### src/rtl/mac_tx_frame_reader.sv
// mac_tx_frame_reader: pops frame descriptors, streams the matching bytes out on GMII
// with preamble/SFD and inter-frame gap, drains and drops descriptors whose length
// is out of range, and keeps frame/drop/underrun statistics.
module mac_tx_frame_reader #(
  parameter int MIN_LEN = 60,
  parameter int MAX_LEN = 1518,
  parameter int IFG_LEN = 12
) (
  input  logic        clk,
  input  logic        rst,
  input  logic        tx_enable,
  output logic        ptr_fifo_rd,
  input  logic [15:0] ptr_fifo_dout,
  input  logic        ptr_fifo_empty,
  output logic        data_fifo_rd,
  input  logic [7:0]  data_fifo_dout,
  input  logic        data_fifo_empty,
  output logic [7:0]  gmii_txd,
  output logic        gmii_tx_en,
  output logic        gmii_tx_er,
  output logic        tx_busy,
  output logic [3:0]  last_src_port,
  output logic [15:0] tx_frame_cnt,
  output logic [15:0] tx_drop_cnt,
  output logic [15:0] tx_err_cnt
);

  // An IFG shorter than one cycle would let frames touch, so clamp it.
  localparam int          IFG_EFF   = (IFG_LEN < 1) ? 1 : IFG_LEN;
  localparam logic [15:0] IFG_LAST  = 16'(IFG_EFF - 1);
  localparam logic [11:0] MIN_LEN_W = 12'(MIN_LEN);
  localparam logic [11:0] MAX_LEN_W = 12'(MAX_LEN);
  localparam logic [7:0]  PRE_BYTE  = 8'h55;
  localparam logic [7:0]  SFD_BYTE  = 8'hD5;

  typedef enum logic [2:0] {
    IDLE,
    PTR_WAIT,
    CHECK,
    PREAMBLE,
    DATA,
    DROP,
    IFG
  } state_t;

  state_t      state;
  logic [11:0] frame_len;
  logic [11:0] rd_cnt;
  logic [11:0] byte_cnt;
  logic [2:0]  pre_cnt;
  logic [15:0] ifg_cnt;
  logic        underrun;
  logic        rd_d1;
  logic        read_due;
  logic        len_ok;
  logic [11:0] desc_len;

  assign desc_len = ptr_fifo_dout[11:0];
  assign len_ok   = (desc_len >= MIN_LEN_W) && (desc_len <= MAX_LEN_W);
  assign tx_busy  = (state != IDLE);

  // A byte read slot is due while fewer than len slots have been used; on transmit the
  // reads start two cycles before the first data slot so byte 0 follows the SFD directly.
  always_comb begin
    read_due = 1'b0;
    case (state)
      PREAMBLE: read_due = (pre_cnt >= 3'd6) && (rd_cnt < frame_len);
      DATA:     read_due = (rd_cnt < frame_len);
      DROP:     read_due = (rd_cnt < frame_len);
      default:  read_due = 1'b0;
    endcase
  end

  // The pop is gated by the live empty flag so a slot that finds the FIFO empty is never
  // read; once a frame has underrun, every later slot of that frame is left unread.
  assign data_fifo_rd = read_due && !data_fifo_empty && !underrun;

  // Main controller: sequencing, registered GMII outputs and statistics.
  always_ff @(posedge clk) begin
    if (rst) begin
      state         <= IDLE;
      ptr_fifo_rd   <= 1'b0;
      gmii_txd      <= 8'h00;
      gmii_tx_en    <= 1'b0;
      gmii_tx_er    <= 1'b0;
      last_src_port <= 4'h0;
      tx_frame_cnt  <= 16'h0000;
      tx_drop_cnt   <= 16'h0000;
      tx_err_cnt    <= 16'h0000;
      frame_len     <= 12'h000;
      rd_cnt        <= 12'h000;
      byte_cnt      <= 12'h000;
      pre_cnt       <= 3'd0;
      ifg_cnt       <= 16'h0000;
      underrun      <= 1'b0;
      rd_d1         <= 1'b0;
    end else begin
      ptr_fifo_rd <= 1'b0;
      rd_d1       <= data_fifo_rd;

      case (state)
        IDLE: begin
          gmii_txd   <= 8'h00;
          gmii_tx_en <= 1'b0;
          gmii_tx_er <= 1'b0;
          if (!ptr_fifo_empty && tx_enable) begin
            ptr_fifo_rd <= 1'b1;
            state       <= PTR_WAIT;
          end
        end

        PTR_WAIT: begin
          state <= CHECK;
        end

        CHECK: begin
          frame_len     <= desc_len;
          last_src_port <= ptr_fifo_dout[15:12];
          rd_cnt        <= 12'h000;
          byte_cnt      <= 12'h000;
          pre_cnt       <= 3'd0;
          underrun      <= 1'b0;
          if (len_ok) begin
            gmii_tx_en <= 1'b1;
            gmii_tx_er <= 1'b0;
            gmii_txd   <= PRE_BYTE;
            state      <= PREAMBLE;
          end else begin
            state <= DROP;
          end
        end

        PREAMBLE: begin
          pre_cnt <= pre_cnt + 3'd1;
          if (read_due) begin
            rd_cnt <= rd_cnt + 12'd1;
            if (data_fifo_empty) begin
              underrun <= 1'b1;
            end
          end
          if (pre_cnt == 3'd6) begin
            gmii_txd <= SFD_BYTE;
          end else if (pre_cnt == 3'd7) begin
            if (frame_len == 12'h000) begin
              gmii_txd     <= 8'h00;
              gmii_tx_en   <= 1'b0;
              gmii_tx_er   <= 1'b0;
              ifg_cnt      <= 16'h0000;
              tx_frame_cnt <= tx_frame_cnt + 16'd1;
              state        <= IFG;
            end else begin
              gmii_txd   <= rd_d1 ? data_fifo_dout : 8'h00;
              gmii_tx_er <= !rd_d1;
              byte_cnt   <= 12'd1;
              state      <= DATA;
            end
          end
        end

        DATA: begin
          if (read_due) begin
            rd_cnt <= rd_cnt + 12'd1;
            if (data_fifo_empty) begin
              underrun <= 1'b1;
            end
          end
          if (byte_cnt == frame_len) begin
            gmii_txd   <= 8'h00;
            gmii_tx_en <= 1'b0;
            gmii_tx_er <= 1'b0;
            ifg_cnt    <= 16'h0000;
            state      <= IFG;
            if (underrun) begin
              tx_err_cnt <= tx_err_cnt + 16'd1;
            end else begin
              tx_frame_cnt <= tx_frame_cnt + 16'd1;
            end
          end else begin
            gmii_txd   <= rd_d1 ? data_fifo_dout : 8'h00;
            gmii_tx_er <= !rd_d1;
            byte_cnt   <= byte_cnt + 12'd1;
          end
        end

        DROP: begin
          if (rd_cnt == frame_len) begin
            tx_drop_cnt <= tx_drop_cnt + 16'd1;
            state       <= IDLE;
          end else if (data_fifo_rd) begin
            rd_cnt <= rd_cnt + 12'd1;
          end
        end

        IFG: begin
          gmii_txd   <= 8'h00;
          gmii_tx_en <= 1'b0;
          gmii_tx_er <= 1'b0;
          if (ifg_cnt == IFG_LAST) begin
            state <= IDLE;
          end else begin
            ifg_cnt <= ifg_cnt + 16'd1;
          end
        end

        default: begin
          state <= IDLE;
        end
      endcase
    end
  end

endmodule
### config.mk
export PLATFORM = sky130hd
export DESIGN_NAME = mac_tx_frame_reader
export DESIGN_NICKNAME = d
export VERILOG_FILES = /design/src/rtl/mac_tx_frame_reader.sv
export SDC_FILE = /design/constraint.sdc
export NUM_CORES = 1
export LEC_CHECK = 0
export CAP_MARGIN = 10
export CORE_UTILIZATION = 36
export CTS_CLUSTER_SIZE = 40
export DETAILED_ROUTE_END_ITERATION = 10
export PLACE_DENSITY = 0.59
export SYNTH_ARGS = -nofsm -noshare
export SYNTH_HDL_FRONTEND = slang
export SYNTH_SLANG_ARGS = --single-unit
### constraint.sdc
create_clock -name clk -period 2.5 [get_ports clk]
set_clock_uncertainty 0.2 [all_clocks]
set_input_delay 0.625 -clock clk [delete_from_list [all_inputs] [get_ports clk]]
set_output_delay 0.625 -clock clk [all_outputs]
set_load 0.05 [all_outputs]
# Word level (Yosys, flattened, before mapping)
# Index checks and enable logic that the tools add are counted.
# op_classes
addsub	7
n_mul	0
n_div	0
order_cmp	4
eq_ne	28
n_shift	0
n_mux	55
bitwise_logic	1
n_reduce_logical	34
# op_table
operator	n
$mux W16	10
$mux W12	7
$pmux W12 S3	2
$add A16 B1 Y16 const B	4
$mux W8	6
$pmux W16 S3	1
$pmux W16 S2	1
$pmux W8 S4	1
$ne A2 B2 Y1 const B	14
$add A12 B1 Y12 const B	2
$eq A12 B12 Y1	2
$reduce_and A6 Y1	4
$mux W3	7
$pmux W3 S7	1
$eq A16 B4 Y1 const B	1
$eq A3 B3 Y1 const B	5
$mux W1	13
$ge A12 B6 Y1 const B	1
$le A12 B11 Y1 const B	1
$logic_not A12 Y1	1
$lt A12 B12 Y1	1
$reduce_bool A3 Y1	4
$reduce_and A3 Y1	3
$pmux W1 S4	2
19 further kinds	35
# totals
register_bits	123
latch_bits	0
mem_bits_rw	0
rom_bits	0
input_bits	29
out_inout_bits	65
word_cells	145
n_memories	0

# Depth between registers and ports, before layout
# Gate-level depths: netlist of run 1.
# logic_depth
ltp_word	8
ltp_mapped	10
mapped_depth_nobuf	8

# Worst setup path before layout of run 1
# Ideal clock, no wire load.
# synth_path
path_type	register to output
from	reg frame_len[1]
to	out data_fifo_rd
arrival_ns	2.291
t_required_ns	1.675
setup_slack_ns	-0.616
stages_incl_launch_ff	8
path_buffers	0
path_cell_list	dfxtp_1 > inv_1 > ha_1 > nor2b_1 > o211ai_1 > a211o_1 > nand3_1 > nor3_1
# synth_between
elab_chain_len	5
# synth_rtl
item	line	rtl
start, declared	47	logic [11:0] frame_len;
start signal, assigned	117	frame_len <= desc_len;
$lt A12 B12 Y1 (*)	67, 68, 69	
$logic_and A1 B1 Y1	67	PREAMBLE: read_due = (pre_cnt >= 3'd6) && (rd_cnt < frame_len);
$pmux W1 S2 (*)	66	case (state)
$logic_and A1 B1 Y1 (*) (2 in a row)	76	assign data_fifo_rd = read_due && !data_fifo_empty && !underrun;
end, declared	15	output logic data_fifo_rd,
# Mark *: on every way between the ends. The rest lies on a longest branch, timed or not.

# Worst setup path in the final report of run 1
# layout_path
from	reg frame_len[9]
to	out data_fifo_rd
# Same word-level chain as after synthesis.

==> key figures, run 1 <==
Place
  – Pre-CTS WS: -132.6 ps
  – Port buffer count: 93
  – Placed Instance Area: 0.008227 mm^2
  – Post-DP HPWL: 12950 um
  – Final GP Congestion: 0.8527

Routing
  – First-pass detailed-route iteration total: 5
  – Avg WL per Cell: 15.78 um
  – Remaining DRCs: 0
  – Initial DRC count: 323
  – Vias/cell: 5.272
  – Via count: 6463
  – WL final: 19340 um
  – Post-route ant nets: 0

Timing
  – Final hold vios: 0
  – Fmax: 360.6 MHz
  – Fin crit period: 2774 ps
  – Final worst path period share: 110.9%
  – Worst hold slack: 252.1 ps
  – Final worst slack: -273.5 ps
  – Slew HR: 59.10%
  – Worst-margin pin slew: 608.8 ps
  – Final setup vio count: 32
  – Max-slew violations: 0
  – RSZ-0062 raised after global routing: true

CTS
  – CTS tree: built
  – Clock Sinks: 123
  – CTS Buf Count: 17
  – CTS Root Cell: clkbuf_16
  – Clock-pin slew on the worst setup and hold paths: 60 ps
  – H-tree levels: 4
  – Maximum clock path buffer count: 2
  – Clock latency on the worst-skew pair: 430 ps

Layout
  – Multi-input gate area: 0.004285 mm^2
  – FF/Latch Area: 0.002494 mm^2
  – Finished Cell Area: 0.009734 mm^2
  – Layout cell share with drive strength beyond 1: 26.47%
  – Final Util: 55.70%
  – Final #Nets: 1041
  – FILL cells: 1542
  – Ant. Diodes: 0
  – Synth-to-layout area growth: 49.87%

Synthesis
  – Async SR Flop Fraction: 0%
  – Register area share after synthesis: 37.91%
  – Most frequent cell after synthesis: dfxtp_1
  – Syn Inst Count: 795
  – Synth Flop Type: dfxtp_1
  – Share of the synthesized area in the top cell type: 37.91%
  – Post-Syn Nets: 847
  – Synth area leaders: dfxtp_1 (38%), a21oi_1 (5.2%), nand2_1 (4.5%), nor2_1 (4.5%), ha_1 (4.4%)
  – Top post-synthesis cells by count: dfxtp_1 (123), nand2_1 (77), nor2_1 (77)
  – Avg Inst Size Synth: 8.170 um^2
  – Netlist cell types: 64
  – FF+latch count, synth: 123
  – Yosys top cell by area: dfxtp_1
  – Post-Syn Area: 0.006495 mm^2
  – EDFF count, synth: 0
  – Synth Warn #: 0

Worst setup path
  – Crit-path cells: inv_2, ha_4, a211oi_2, o21bai_1, nor2_1, nand3_2, nor3_4, buf_12
  – CP startpoint kind: flop
  – WS Path Type: flop to output pin
  – Critical path data required time: 1670 ps
  – Setup crit end kind: output pin
  – R2R Setup Slk: -210 ps
  – CP max FO: 2
  – Crit path DAT: 1950 ps
  – Max incr delay on CP: 360 ps
  – CP max stage cell: dfxtp_2

Die
  – I/O Pins: 94
  – DIE HEIGHT: 136.3 um
  – Die area: 0.01858 mm^2
  – Starting density of the core: 37.16%
  – Placement Rows: 48
  – Core area: 0.01748 mm^2
  – Die width: 136.3 um

Pwr
  – Total Power: 6883 uW
  – Power per cell area: 707.1 mW/mm^2
  – Worst IR Drop VDD: 0.0005474 V
  – Lkg Pwr: 0.003880 uW

Global routing
  – Initial antenna violation count: 0
  – Vias in the first global route: 5955
  – Total global routing overflow: 0
  – Largest net degree at the start of global routing: 48
  – Global-route wire length before repair: 29640 um
  – GRT Resource Usage Total: 20.29%

Status
  – Status: finished with violations
  – Failing checks: setup timing

Job
  – Max-Cap Viols: 0

Min path
  – Worst Hold Class: flop to flop
==> cells in the final DEF, fill, tap and decap left out, types with 22 or more instances in the layout <==
cell,instances
dfxtp_1,110
buf_4,100
nand2_1,77
nor2_1,75
clkdlybuf4s50_1,56
a21oi_1,54
nand3_1,38
inv_1,30
nand4_1,27
xnor2_1,27
nor3_1,23
o21ai_0,22
==> critical path, delay by kind of cell (launching register included) <==
kind	cells	cell delay [ps]
AO/OA/AOI/OAI	2	300
adder cells (fa/ha/maj)	1	210
buffers and inverters	2	220
AND/OR/NAND/NOR	3	440
flip-flops	1	360
==> registers in the layout (all words and copies together) (netlist names) <==
register,count
frame_len,12
byte_cnt,12
tx_drop_cnt,16
pre_cnt,3
tx_err_cnt,16
underrun,1
last_src_port,4
ifg_cnt,16
gmii_tx_er,1
state,3
ptr_fifo_rd,1
gmii_txd,8
tx_frame_cnt,16
rd_cnt,12
gmii_tx_en,1
rd_d1,1
==> power breakdown <==
group	total, uW	internal [uW]	switching (uW)	leakage, uW
clock	2290	1380	911	0.000250
combinational	2450	1070	1370	0.00263
sequential	2150	2050	92.8	0.00100
total	6880	4510	2380	0.00388
==> routing by layer <==
layer  part of all wire [%]  GRT usage (%)  up-vias
li1                       -              -     3278
met1                     45          25.99     3016
met2                     48          32.46      142
met3                    5.2          5.071       27
met4                    1.9          8.025        0
met5                      0              0        -
==> cell type report <==
type | count | area share (%)
sequential | 123 | 25.62
clock inverter | 11 | 1.015
clock buffer | 20 | 4.589
inverter | 38 | 1.491
tap | 225 | 2.892
multi-input combinational | 598 | 44.02
timing repair buffer | 211 | 20.37
==> what timing repair did <==
action	4_1_cts	5_1_grt
gates cloned	0	2
resized for setup	45	127
hold buffers	0	0
buffers inserted	12	25
pin swaps	12	48
endpoints found under the setup margin	30	70
==> path summary, 6_finish.rpt <==
check,from,to,depth (start not counted)
hold / removal,last_src_port[3],last_src_port[3],2
hold reg to reg,last_src_port[3],last_src_port[3],2
setup reg to reg,frame_len[9],ifg_cnt[14],12
setup / recovery,frame_len[9],data_fifo_rd,8
==> through the flow <==
step / cells / TNS, ps
after detailed placement: 1159 / -888.5
after CTS: 1202 / -1797
after floorplan: 795 / -11.35
after global routing: 1226 / -7892
final: 1226 / -3782
after global placement: 1159 / -544.1
==> logic make-up after synthesis <==
kind of cell    after synthesis  share of synthesized area (%)
mux                           9                          1.464
buf+inv                      74                          4.778
flops                       123                          37.91
xor+xnor                     49                          6.954
compound gates              165                          15.93
simple gates                352                          28.53
fa+ha+maj                    23                          4.431
(Power assumes the default switching activity.)
==> run 2, diff against run 1 <==
--- a/config.mk
+++ b/config.mk
@@ -6,9 +6,11 @@
 export NUM_CORES = 1
 export LEC_CHECK = 0
 export CAP_MARGIN = 10
+export CORE_MARGIN = 1
 export CORE_UTILIZATION = 36
 export CTS_CLUSTER_SIZE = 40
 export DETAILED_ROUTE_END_ITERATION = 10
+export MAX_ROUTING_LAYER = met4
 export PLACE_DENSITY = 0.59
 export SYNTH_ARGS = -nofsm -noshare
 export SYNTH_HDL_FRONTEND = slang
==> run 2 against run 1 <==
Compared with the run above:
- the flow still finishes with violations (setup timing)
- power decreased by 0.14%
- register-to-register slack worse by 20 ps
- global-route usage increased by 0.57 points
- worst hold slack about the same
- via count shrank 0.59%
- largest power group unchanged
- critical endpoint unchanged
- routed wire length is 0.14% lower
- setup slack lost 29 ps
- sequential share of layout area is the same
==> key figures, run 2 (synthesis gave the netlist of run 1 again) <==
Worst setup path
  – Critical path data required time: 1670 ps (about the same)
  – CP max FO: 3 (+1)
  – CP max stage cell: dfxtp_2
  – Crit path DAT: 1980 ps (+30 ps)
  – CP startpoint kind: flop
  – Crit-path cells: inv_2, ha_4, a21oi_1, o21ai_1, nand2b_1, nand3_2, nor3_4, buf_12
  – WS Path Type: flop to output pin
  – Setup crit end kind: output pin
  – Max incr delay on CP: 360 ps (about the same)
  – WP buf/inv: 2 (unchanged)
  – Crit-path leading delay family: simple AND/OR/NAND/NOR gates

Layout
  – Final #Nets: 1041 (unchanged)
  – Layout cell share with drive strength beyond 1: 26.27% (-0.20 points)
  – FILL cells: 1532 (-0.65%)
  – Synth-to-layout area growth: 49.87% (unchanged)
  – Final Util: 55.70% (unchanged)
  – Most common cell after layout, fill and taps aside: dfxtp_1
  – Layout Cells excl Fill: 1226 (unchanged)
  – Ant. Diodes: 0 (unchanged)
  – Most frequent cells in the layout: dfxtp_1 (110), buf_4 (99), nand2_1 (77), nor2_1 (75), clkdlybuf4s50_1 (56)

Timing
  – Final setup TNS: -4432 ps (-649.6 ps)
  – Final worst slack: -302.6 ps (-29.06 ps)
  – Slew HR: 59.09% (about the same)
  – Final worst path period share: 112.1% (+1.2 points)
  – RSZ-0062 raised after global routing: true
  – Fin crit period: 2803 ps (+29.06 ps)
  – Final hold vios: 0 (unchanged)
  – Fmax: 356.8 MHz (-1.0%)
  – Worst-margin pin slew: 608.9 ps (+0.1034 ps)
  – Max-slew violations: 0 (unchanged)
  – Final setup vio count: 32 (unchanged)

Status
  – Status: finished with violations
  – Failing checks: setup timing

Place
  – Final GP Congestion: 0.8662 (+1.6%)
  – Post-DP HPWL: 12950 um (unchanged)
  – Port buffer count: 93 (unchanged)
  – Placed cell count: 1159 (unchanged)
  – Pre-CTS WS: -132.6 ps (unchanged)

Routing
  – Initial DRC count: 340 (+5.3%)
  – WL final: 19320 um (-0.14%)
  – Vias/cell: 5.241 (-0.59%)
  – First-pass detailed-route iteration total: 5 (unchanged)
  – Via count: 6425 (-0.59%)
  – Remaining DRCs: 0 (unchanged)
  – Avg WL per Cell: 15.76 um (-0.14%)
  – Post-route ant nets: 0 (unchanged)

Global routing
  – Met2 usage: 32.46% (unchanged)
  – Grt met1 use: 26.08% (+0.092 points)
  – Global-route wire length before repair: 29640 um (about the same)
  – Met3 Usage GRT: 5.332% (+0.26 points)
  – Initial antenna violation count: 0 (unchanged)
  – Global route hottest layer: met2
  – Largest net degree at the start of global routing: 48 (unchanged)
  – Vias in the first global route: 5942 (-0.22%)
  – GRT Resource Usage Total: 20.86% (+0.57 points)
  – Total global routing overflow: 0 (unchanged)

CTS
  – Clock Sinks: 123 (unchanged)
  – Clock latency on the worst-skew pair: 430 ps (about the same)
  – Maximum clock path buffer count: 2 (unchanged)
  – CTS Root Cell: clkbuf_16
  – CTS tree: built
  – H-tree levels: 4 (unchanged)
  – Clock-pin slew on the worst setup and hold paths: 60 ps (about the same)
  – CTS Buf Count: 17 (unchanged)

Die
  – Placement Rows: 48 (unchanged)
  – Die width: 136.3 um (unchanged)
  – Core area: 0.01748 mm^2 (unchanged)
  – Die area: 0.01858 mm^2 (unchanged)
  – DIE HEIGHT: 136.3 um (unchanged)
  – I/O Pins: 94 (unchanged)
  – Starting density of the core: 37.16% (unchanged)

Job
  – Max-Cap Viols: 0 (unchanged)

Min path
  – Worst Hold Class: flop to flop

Pwr
  – Lkg Pwr: 0.003882 uW (about the same)
  – Power per cell area: 706.1 mW/mm^2 (-0.14%)
  – Worst IR Drop VDD: 0.0005503 V (+0.52%)
## run 2: cell counts in the layout (fill, tap and decap cells not counted)
Identical to the previous run, type by type.
## run 2: layout make-up
type	count	area, um^2	share of cell area [%]
clock buffer	20	446.7	4.589
tap	225	281.5	2.892
timing repair buffer	211	1991	20.45
sequential	123	2494	25.62
multi-input combinational	598	4278	43.95
clock inverter	11	98.84	1.015
inverter	38	145.1	1.491
## run 2: timing repair
action	4_1_cts	5_1_grt
endpoints found under the setup margin	30	71
hold buffers	0	0
pin swaps	12	46
resized for setup	45	126
gates cloned	0	2
setup buffers	12	25
## run 2: stage by stage
stage	cell area, um^2	hold slack [ps]	total power, uW
finish	9734	252.2	6874
global route	9734	270.9	7198
CTS	8956	253.9	6548
detailed placement	8227	245.7	4175
global placement	8227	243.8	4168
floorplan	6514	251.5	3399
## run 2: final timing paths
| kind | start | end | slack [ps] | cells past startpoint |
|---|---|---|---|---|
| max | frame_len[7] | data_fifo_rd | -300 | 8 |
| min | last_src_port[3] | last_src_port[3] | 250 | 2 |
| max reg2reg | frame_len[9] | ifg_cnt[14] | -230 | 12 |
| min reg2reg | last_src_port[3] | last_src_port[3] | 250 | 2 |
## run 2: report_power, final
group          internal, uW  switching [uW]
clock                  1380             913
combinational          1070            1370
sequential             2050            92.6
## run 2: routing by layer
| layer | part of all wire (%) | vias to the layer above |
|---|---|---|
| met2 | 48 | 135 |
| met3 | 5.0 | 30 |
| met1 | 45 | 2990 |
| met5 | 0 | - |
| li1 | - | 3270 |
| met4 | 1.7 | 0 |
## run 2: tightest hold or removal path, stage by stage, from the launching register on
cell and delay, ps:
dfxtp_1 300, nand2_1 50, a21oi_1 50
